--- config.mk ---
export PLATFORM = sky130hd
export DESIGN_NAME = deemph_lr_sched
export DESIGN_NICKNAME = d
export VERILOG_FILES = /design/src/rtl/deemph_pkg.sv /design/src/rtl/deemph_mac.sv /design/src/rtl/deemph_lr_sched.sv
export SDC_FILE = /design/constraint.sdc
export NUM_CORES = 1
export LEC_CHECK = 0
export BUFFER_PORTS_ARGS = -buffer_cell sky130_fd_sc_hd__clkbuf_2
export CORE_AREA = 10 10 221 223
export DETAILED_ROUTE_END_ITERATION = 8
export DIE_AREA = 0 0 231 233
export SLEW_MARGIN = 10
export SYNTH_ARGS = -nofsm -noshare
export SYNTH_HDL_FRONTEND = slang
export SYNTH_SLANG_ARGS = --single-unit
--- constraint.sdc ---
create_clock -name clock -period 8.7 [get_ports clock]
set_input_delay 1.74 -clock clock [delete_from_list [all_inputs] [get_ports clock]]
set_output_delay 1.74 -clock clock [all_outputs]
set_load 0.01 [all_outputs]
--- src/rtl/deemph_pkg.sv ---
// deemph_pkg: shared types, default coefficients and the fixed-point
// requantisation helper for the left/right de-emphasis sequencer.
//   state_t : sequencer FSM states
//   chan_t  : audio channel identifier (also used as the history index)
//   dequant : arithmetic (floor) shift of the MAC accumulator, truncated
//             to the sample width
package deemph_pkg;

  typedef enum logic [2:0] {
    IDLE = 3'd0,
    MAC0 = 3'd1,
    MAC1 = 3'd2,
    MAC2 = 3'd3,
    WB   = 3'd4
  } state_t;

  typedef enum logic {
    LEFT  = 1'b0,
    RIGHT = 1'b1
  } chan_t;

  localparam int DEF_DATA_WIDTH = 32;
  localparam int DEF_QUANT_BITS = 10;
  localparam int DEF_B0         = 225;
  localparam int DEF_B1         = 225;
  localparam int DEF_A1         = 574;

  // Two full-width products plus two guard bits: the sum of three
  // products can never overflow.
  localparam int DEF_ACC_WIDTH  = 2 * DEF_DATA_WIDTH + 2;

  // Floor division by 2**qbits followed by truncation to the sample width.
  function automatic logic [DEF_DATA_WIDTH-1:0] dequant(
    input logic signed [DEF_ACC_WIDTH-1:0] acc,
    input int unsigned                     qbits
  );
    logic signed [DEF_ACC_WIDTH-1:0] shifted;
    shifted = acc >>> qbits;
    return shifted[DEF_DATA_WIDTH-1:0];
  endfunction

endpackage

--- src/rtl/deemph_mac.sv ---
// deemph_mac: the single registered signed multiply-accumulator shared by
// both audio channels.
//   clock, reset : system clock, asynchronous active-low reset
//   clear        : when enabled, load a*b instead of accumulating
//   en           : update the accumulator this cycle
//   a, b         : signed multiplicands (coefficient, sample)
//   acc          : registered accumulator, 2*DATA_WIDTH+2 bits signed
module deemph_mac
  import deemph_pkg::*;
#(
  parameter int DATA_WIDTH = DEF_DATA_WIDTH
) (
  input  logic                              clock,
  input  logic                              reset,
  input  logic                              clear,
  input  logic                              en,
  input  logic signed [DATA_WIDTH-1:0]      a,
  input  logic signed [DATA_WIDTH-1:0]      b,
  output logic signed [2*DATA_WIDTH+1:0]    acc
);

  localparam int ACC_WIDTH = 2 * DATA_WIDTH + 2;

  logic signed [2*DATA_WIDTH-1:0] w_prod;
  logic signed [ACC_WIDTH-1:0]    w_prod_ext;
  logic signed [ACC_WIDTH-1:0]    r_acc;

  assign w_prod     = a * b;
  assign w_prod_ext = ACC_WIDTH'(w_prod);

  always_ff @(posedge clock or negedge reset) begin
    if (!reset) begin
      r_acc <= '0;
    end else if (en) begin
      if (clear) begin
        r_acc <= w_prod_ext;
      end else begin
        r_acc <= r_acc + w_prod_ext;
      end
    end
  end

  assign acc = r_acc;

endmodule

--- src/rtl/deemph_lr_sched.sv ---
// deemph_lr_sched: time-multiplexes one de-emphasis IIR MAC between the
// left and right FM-stereo audio channels.
//   y[n] = (B0*x[n] + B1*x1[c] + A1*y1[c]) >>> QUANT_BITS
// Ports:
//   clock, reset                          : clock, asynchronous active-low reset
//   left_empty/left_dout/left_rd_en       : left input FIFO (first-word fall-through)
//   right_empty/right_dout/right_rd_en    : right input FIFO
//   out_left_full/out_left_din/out_left_wr_en    : left output FIFO
//   out_right_full/out_right_din/out_right_wr_en : right output FIFO
// One sample is issued in IDLE, multiplied over MAC0..MAC2 and written back
// in WB, so rd_en at cycle t is followed by wr_en at cycle t+4.
module deemph_lr_sched
  import deemph_pkg::*;
#(
  parameter int DATA_WIDTH = DEF_DATA_WIDTH,
  parameter int QUANT_BITS = DEF_QUANT_BITS,
  parameter int B0         = DEF_B0,
  parameter int B1         = DEF_B1,
  parameter int A1         = DEF_A1
) (
  input  logic                  clock,
  input  logic                  reset,
  input  logic                  left_empty,
  input  logic [DATA_WIDTH-1:0] left_dout,
  output logic                  left_rd_en,
  input  logic                  right_empty,
  input  logic [DATA_WIDTH-1:0] right_dout,
  output logic                  right_rd_en,
  input  logic                  out_left_full,
  output logic [DATA_WIDTH-1:0] out_left_din,
  output logic                  out_left_wr_en,
  input  logic                  out_right_full,
  output logic [DATA_WIDTH-1:0] out_right_din,
  output logic                  out_right_wr_en
);

  localparam int ACC_WIDTH = 2 * DATA_WIDTH + 2;
  localparam int NCH       = 2;

  localparam logic signed [DATA_WIDTH-1:0] C_B0 = DATA_WIDTH'(B0);
  localparam logic signed [DATA_WIDTH-1:0] C_B1 = DATA_WIDTH'(B1);
  localparam logic signed [DATA_WIDTH-1:0] C_A1 = DATA_WIDTH'(A1);

  state_t r_state;
  state_t w_state_next;
  chan_t  r_sel;        // channel currently in flight
  chan_t  r_last;       // last channel written back, for round-robin
  chan_t  w_pick;

  logic signed [DATA_WIDTH-1:0] r_x;
  logic signed [DATA_WIDTH-1:0] r_x1 [NCH];
  logic signed [DATA_WIDTH-1:0] r_y1 [NCH];
  logic        [DATA_WIDTH-1:0] r_out_left;
  logic        [DATA_WIDTH-1:0] r_out_right;

  logic                         w_elig_left;
  logic                         w_elig_right;
  logic                         w_any_elig;

  logic                         w_mac_clear;
  logic                         w_mac_en;
  logic signed [DATA_WIDTH-1:0] w_mac_a;
  logic signed [DATA_WIDTH-1:0] w_mac_b;
  logic signed [ACC_WIDTH-1:0]  w_acc;
  logic        [DATA_WIDTH-1:0] w_y;

  // ---------------------------------------------------------------------
  // Arbitration. Output space is checked at issue only: nothing else
  // writes the output FIFOs, so space seen here still exists at WB.
  // ---------------------------------------------------------------------
  assign w_elig_left  = !left_empty  && !out_left_full;
  assign w_elig_right = !right_empty && !out_right_full;
  assign w_any_elig   = w_elig_left || w_elig_right;

  always_comb begin
    w_pick = LEFT;
    if (w_elig_left && w_elig_right) begin
      w_pick = (r_last == RIGHT) ? LEFT : RIGHT;
    end else if (w_elig_right) begin
      w_pick = RIGHT;
    end
  end

  // ---------------------------------------------------------------------
  // Shared MAC
  // ---------------------------------------------------------------------
  deemph_mac #(
    .DATA_WIDTH (DATA_WIDTH)
  ) u_mac (
    .clock (clock),
    .reset (reset),
    .clear (w_mac_clear),
    .en    (w_mac_en),
    .a     (w_mac_a),
    .b     (w_mac_b),
    .acc   (w_acc)
  );

  assign w_y = DATA_WIDTH'(dequant(DEF_ACC_WIDTH'(w_acc), QUANT_BITS));

  // ---------------------------------------------------------------------
  // FSM
  // ---------------------------------------------------------------------
  always_ff @(posedge clock or negedge reset) begin
    if (!reset) begin
      r_state <= IDLE;
    end else begin
      r_state <= w_state_next;
    end
  end

  always_comb begin
    w_state_next    = r_state;
    w_mac_clear     = 1'b0;
    w_mac_en        = 1'b0;
    w_mac_a         = '0;
    w_mac_b         = '0;
    left_rd_en      = 1'b0;
    right_rd_en     = 1'b0;
    out_left_wr_en  = 1'b0;
    out_right_wr_en = 1'b0;
    case (r_state)
      IDLE: begin
        if (w_any_elig) begin
          w_state_next = MAC0;
          if (w_pick == LEFT) begin
            left_rd_en = 1'b1;
          end else begin
            right_rd_en = 1'b1;
          end
        end
      end
      MAC0: begin
        w_state_next = MAC1;
        w_mac_clear  = 1'b1;
        w_mac_en     = 1'b1;
        w_mac_a      = C_B0;
        w_mac_b      = r_x;
      end
      MAC1: begin
        w_state_next = MAC2;
        w_mac_en     = 1'b1;
        w_mac_a      = C_B1;
        w_mac_b      = r_x1[r_sel];
      end
      MAC2: begin
        w_state_next = WB;
        w_mac_en     = 1'b1;
        w_mac_a      = C_A1;
        w_mac_b      = r_y1[r_sel];
      end
      WB: begin
        w_state_next = IDLE;
        if (r_sel == LEFT) begin
          out_left_wr_en = 1'b1;
        end else begin
          out_right_wr_en = 1'b1;
        end
      end
      default: begin
        w_state_next = IDLE;
      end
    endcase
  end

  // ---------------------------------------------------------------------
  // Sample capture, per-channel history and output hold registers
  // ---------------------------------------------------------------------
  always_ff @(posedge clock or negedge reset) begin
    if (!reset) begin
      r_sel       <= LEFT;
      r_last      <= RIGHT;
      r_x         <= '0;
      r_x1        <= '{default: '0};
      r_y1        <= '{default: '0};
      r_out_left  <= '0;
      r_out_right <= '0;
    end else begin
      case (r_state)
        IDLE: begin
          if (w_any_elig) begin
            r_sel <= w_pick;
            r_x   <= (w_pick == LEFT) ? left_dout : right_dout;
          end
        end
        WB: begin
          r_x1[r_sel] <= r_x;
          r_y1[r_sel] <= w_y;
          r_last      <= r_sel;
          if (r_sel == LEFT) begin
            r_out_left <= w_y;
          end else begin
            r_out_right <= w_y;
          end
        end
        default: begin
        end
      endcase
    end
  end

  // The result must be valid in the same cycle as wr_en, so WB drives the
  // fresh value straight through; otherwise the last written value holds.
  assign out_left_din  = (r_state == WB && r_sel == LEFT)  ? w_y : r_out_left;
  assign out_right_din = (r_state == WB && r_sel == RIGHT) ? w_y : r_out_right;

endmodule

---- Yosys cells after proc, flatten, opt, wreduce, memory -nomap -nowiden ----
Index checks and enable logic that the tools add are counted.
cells by class
  multiply operators ...................... 1
  add/sub/neg operators ................... 1
  mux-type cells .......................... 33
  bitwise operators ....................... 2
  reduce and logical (&&, ||, !) cells .... 17
  magnitude comparators ................... 2
  eq/ne operators ......................... 5
operator list
  kind                number
  $mux 32             10
  $bwmux 64           2
  $pmux 32 s3         1
  $add 66x43->66      1
  $mux 66             1
  $mul 11x32->43      1
  $demux 32 s1        1
  $pmux 10 s2         1
  $mux 1              15
  $pmux 3 s4          1
  $eq 3x2->1 const B  2
  $logic_and 1x1->1   6
  $reduce_and 2->1    3
  $logic_not 1->1     4
  $eq 3x1->1 const B  1
  $eq 3x3->1 const B  1
  $logic_not 3->1     1
  $mux 3              1
  $reduce_or 3->1     1
  $ge 2x2->1 const B  1
  $lt 2x1->1 const B  1
  $ne 2x2->1 const B  1
  $not 1->2           1
  $reduce_or 2->1     1
  2 further kinds     2
storage, ports and cells
  register bits ........................... 295
  output and inout port bits .............. 68

---- Logic depth before layout (Yosys ltp) ----
  depth after elaboration ................. 8
  gate-level depth with buffers ........... 40
  mapped depth without buffers ............ 37

---- Modules after synthesis ----
Synthesis repeated with hierarchy kept, for this count alone.
second synthesis, totals
  cells, all modules ...................... 5371
  area total of the unflattened synthesis .. 50812.5 µm²
by module, submodules not included
  module           area each (µm²)  sequential area each (µm²)  cells an instance  times used
  deemph_mac       42613.4          1651.6                      4729               1
  deemph_lr_sched  8199.1           4130.2                      642                1

---- Worst setup path after synthesis ----
OpenSTA, ideal clock, no wires.
  kind .................................... register to register
  from .................................... reg r_state[2]
  to ...................................... reg u_mac.r_acc[41] (netlist: u_mac.acc[41])
  arrival time ............................ 8.919 ns
  slack ................................... -0.358 ns
  path buffers ............................ 4
  library setup time ...................... 0.139 ns
  cell stages (with the launch flop) ...... 41
  cell sequence ........................... dfrtp_1 -> clkbuf_1 -> clkinv_1 -> and3_1 -> clkbuf_1 -> clkbuf_1 -> nand2_1 -> o21ai_0 -> nand2b_1 -> fa_1 -> fa_1 -> inv_1 -> fa_1 -> inv_1 -> fa_1 -> inv_1 -> fa_1 -> inv_1 -> [... 5 more ...] -> o221ai_1 -> o31ai_1 -> o21bai_1 -> a31oi_1 -> o21ai_0 -> xor2_1 -> ha_1 -> o21a_1 -> o21ai_0 -> a211oi_1 -> a211o_1 -> nor2_1 -> a21oi_2 -> o22ai_2 -> o21ai_4 -> nand4b_1 -> o31ai_1 -> or4_1
between the ends
  word-level cells in the longest chain between the ends .. 6
  elaborated cells on any way between the ends .. 12
ends and longest elaborated chain
  element                                          line                    text
  start, declared                                  deemph_lr_sched.sv:44   state_t r_state;
  start signal, assigned                           deemph_lr_sched.sv:108  r_state <= w_state_next;
  $eq 3x2->1 / $eq 3x1->1 (equally long branches)  deemph_lr_sched.sv:122  case (r_state)
  $reduce_or 2->1 (no line)                        --
  $pmux 10 s2                                      deemph_lr_sched.sv:122
  $mul 11x32->43                                   deemph_mac.sv:28        assign w_prod = a * b;
  $add 66x43->66                                   deemph_mac.sv:38        r_acc <= r_acc + w_prod_ext;
  $mux 66                                          deemph_mac.sv:35        if (clear) begin
  end signal, assigned                             deemph_mac.sv:36        r_acc <= w_prod_ext;
  end signal, assigned                             deemph_mac.sv:38
  end, declared                                    deemph_mac.sv:26        logic signed [ACC_WIDTH-1:0] r_acc;
Parallel ways exist; a longest one is shown, timed or not.
A chain may end at the register's enable or synchronous reset.

---- Final worst setup path ----
  from .................................... reg r_sel
  to ...................................... reg u_mac.r_acc[41] (netlist: u_mac.acc[41])
between the ends
  word-level cells in the longest chain between the ends .. 8
  elaborated cells on any way between the ends .. 11
ends and longest elaborated chain
  element                                  line                                            text
  start, declared                          deemph_lr_sched.sv:46                           chan_t r_sel;
  start signal, assigned                   deemph_lr_sched.sv:182                          r_sel <= w_pick;
  $not 1->2 (implied by the code) *        deemph_lr_sched.sv:144, deemph_lr_sched.sv:150
  $mux 32 (on tied branches) (3 in a row)  deemph_lr_sched.sv:150, deemph_lr_sched.sv:144
  $pmux 32 s3 *                            deemph_lr_sched.sv:122
  $mul 11x32->43 *                         deemph_mac.sv:28
  $add 66x43->66                           deemph_mac.sv:38
  $mux 66 *                                deemph_mac.sv:35
Every way passes the cells marked *; elsewhere a longest branch is shown, timed or not. The select of a mux whose other input is x is not followed.

==> reports/metrics.csv <==
stage;metric;value;unit
finish;syn_to_final_growth;19.8;%
place;dp_hpwl;43.6;mm
setup_path;cp_data_required_time;9.11;ns
floorplan;core_area;0.0441;mm2
yosys;ys_top_cells_by_count;inv_1 (303), fa_1 (226), dfrtp_1 (206);
floorplan;dieWidth;231;um
yosys;netlist.area_leader.share;0.261;
setup_path;end_kind;flop;
clock_network;root_buffer;clkbuf_16;
clock_network;cts_max_level;1;
clock_network;cts.sinks;207;
global_routing;grtUsageTotal;0.201;
setup_path;critPathMaxStageDelay;0.56;ns
clock_network;cts_tree;done;
finish;num_antenna_cells;0;
run;max-cap-violations;0;
routing;drtPass1Iterations;5;
yosys;synth_area_leaders;dfrtp_1 (26%), fa_1 (23%), mux2_2 (8.8%);
setup_path;cp-start-kind;flop;
timing;worst_pin_slew;0.956;ns
routing;wl_per_cell;19.4;um
yosys;synth_ff_type;dfrtp_1;
timing;max_slew_margin;0.363;
setup_path;crit_top_cell;fa_1;
finish;instances_no_fill;2811;
clock_network;clkLatencyLatePin;0.55;ns
finish;nNetsFinal;2628;
clock_network;cts_buffers;25;
floorplan;start_util;0.447;
setup_path;worstSetupPathType;reg -> reg;
place;place_inst;2745;
routing;vias;14900;
place;globalplace.congestion;0.924;
timing;period_share;0.969;
global_routing;first_global_vias;15900;
timing;rsz0062_at_grt;yes;
floorplan;core.rowCount;77;
yosys;synth_edf_count;0;
yosys;synth.distinct_cells;79;
floorplan;die_area;0.0538;mm2
timing;setup_viol;0;
routing;detail-route-antenna-nets;0;
global_routing;antenna_found_initial;0;
yosys;synthArstFlopShare;1.00;
timing;drv_slew;0;
yosys;synth_nets;2377;
timing;finalHoldViolations;0;
routing;via_per_inst;5.29;
timing;fmax;119;MHz
timing;fin_worst_hold_slack;0.493;ns
place;io_buffers;137;
global_routing;globalRouteOverflowTotal;0;
timing;skew;0.0209;ns
routing;drtIter0Drc;790;
clock_network;path_clk_slew;0.07;ns
setup_path;cp_slowest_cell;fa_1;
yosys;synth_top_area_cell;dfrtp_1;
yosys;synthCells;1950;
finish;layout-drive-gt1-share;0.284;
routing;post-route-drc-count;0;
clock_network;clockBufferDepth;3;
yosys;ys_ff_latch;207;
setup_path;crit_fanout;6;
yosys;yosysSeqAreaShare;0.262;
floorplan;die_h;233;um
yosys;synth.most_common_cell;inv_1;
floorplan;ioPinCount;138;
yosys;ys_warn_count;0;
setup_path;cp_data_arrival_time;8.84;ns
yosys;syn_area_per_cell;10.1;um2
global_routing;grt_pass1_wl;86.4;mm
min_path;hold_class;reg -> reg;
outcome;status;completed;
timing;period_needed;8.43;ns
global_routing;grt_max_degree;96;
routing;finalWirelength;54.6;mm
yosys;synth.cell_area;0.0197;mm2
[through the flow]
| stage | TNS, ns | util | setup WS (ns) | cell area, um2 |
|---|---|---|---|---|
| 6_report | 0 | 0.536 | 0.268 | 23700 |
| 5_1_grt | -0.179 | 0.536 | -0.0674 | 23700 |
| 2_1_floorplan | 0 | - | 0.0475 | 19800 |
| 3_5_place_dp | 0 | 0.499 | 0.0102 | 22000 |
| 3_3_place_gp | 0 | 0.499 | 0.0646 | 22000 |
| 4_1_cts | 0 | 0.519 | 0.0159 | 22900 |
[final timing paths]
| check | start | to | slack [ns] | depth (start not counted) |
|---|---|---|---|---|
| max in group asynchronous | reset | r_y1[56] | 6.13 | 2 |
| setup reg to reg | r_sel | u_mac.acc[41] | 0.27 | 34 |
| hold reg to reg | u_mac.acc[8] | u_mac.acc[8] | 0.49 | 2 |
| setup / recovery | r_sel | u_mac.acc[41] | 0.27 | 34 |
| hold / removal | u_mac.acc[8] | u_mac.acc[8] | 0.49 | 2 |
| min in group asynchronous | reset | u_mac.acc[10] | 1.27 | 1 |
[timing repair]
item,4_1_cts,5_1_grt
endpoints found under the setup margin,3,14
setup buffers,0,18
hold buffers,0,0
resized for setup,2,136
pin swaps,0,58
gates cloned,0,3
[cell usage in the layout, fill, tap and decap left out, types with 6 or more instances in the layout]
cell type,Yosys,final
a21o_1,38,38
a21oi_1,114,98
a21oi_2,3,18
a221o_1,35,35
a22oi_1,6,6
a31oi_1,11,10
and3_1,39,36
buf_4,0,143
buf_6,0,7
clkbuf_16,0,27
clkbuf_2,0,136
dfrtp_1,206,204
fa_1,226,218
fa_2,0,8
ha_1,131,121
ha_4,0,7
inv_1,303,286
inv_2,2,15
mux2_2,155,152
mux2i_1,39,36
nand2_1,145,128
nand2_2,0,13
nand2b_1,9,9
nand3_1,11,11
nand4_1,7,7
nor2_1,113,108
nor2b_1,6,6
nor3_1,9,8
o211ai_1,6,6
o21a_1,14,14
o21ai_0,64,57
o21ai_1,13,16
o21bai_1,12,12
or2_2,6,6
xnor2_1,44,42
xor2_1,29,29
[flip-flops by register name, summed over array words and instances, names as in the netlist]
register,count
r_x1,64
r_state,3
u_mac.acc,42
r_y1,64
r_last,1
r_sel,1
r_x,32
[cell type report]
class,instances,area [um2]
Tap cell,592,741
Clock buffer,32,692
Inverter,306,1160
Multi-Input combinational cell,1367,13700
Sequential cell,207,5190
Fill cell,4072,20500
Clock inverter,13,213
Timing Repair Buffer,294,2000
[critical path, delay by kind of cell (launching register included)]
kind,cells,cell delay (ns)
DFF,1,0.50
and+or+nand+nor,6,1.24
AOI/OAI and AO/OA,11,1.84
muxes,1,0.34
adders and majority gates,7,3.18
buffers and inverters,8,0.95
xor gates and xnor gates,1,0.24
[routing by layer]
| metal | vias to the layer above | global-route usage | part of all wire |
|---|---|---|---|
| met2 | 217 | 0.363 | 0.53 |
| met5 | - | 0 | 0 |
| li1 | 7041 | - | - |
| met3 | 73 | 0.0230 | 0.028 |
| met4 | 0 | 0.0598 | 0.032 |
| met1 | 7537 | 0.247 | 0.41 |
[kinds of logic (layout without fill, tap and decap cells)]
| logic type | Yosys count | after routing | share of synthesized area |
|---|---|---|---|
| mux | 194 | 194 | 0.108 |
| buf+inv | 376 | 645 | 0.0716 |
| fa+ha+maj | 357 | 357 | 0.312 |
| flops | 207 | 207 | 0.262 |
| simple gates | 373 | 373 | 0.0861 |
| compound gates | 370 | 370 | 0.127 |
| xor+xnor | 73 | 73 | 0.0324 |
Power is left out: the tool's default activity adds up to more than one toggle a clock period on the data nets, which glitch-free logic cannot reach.
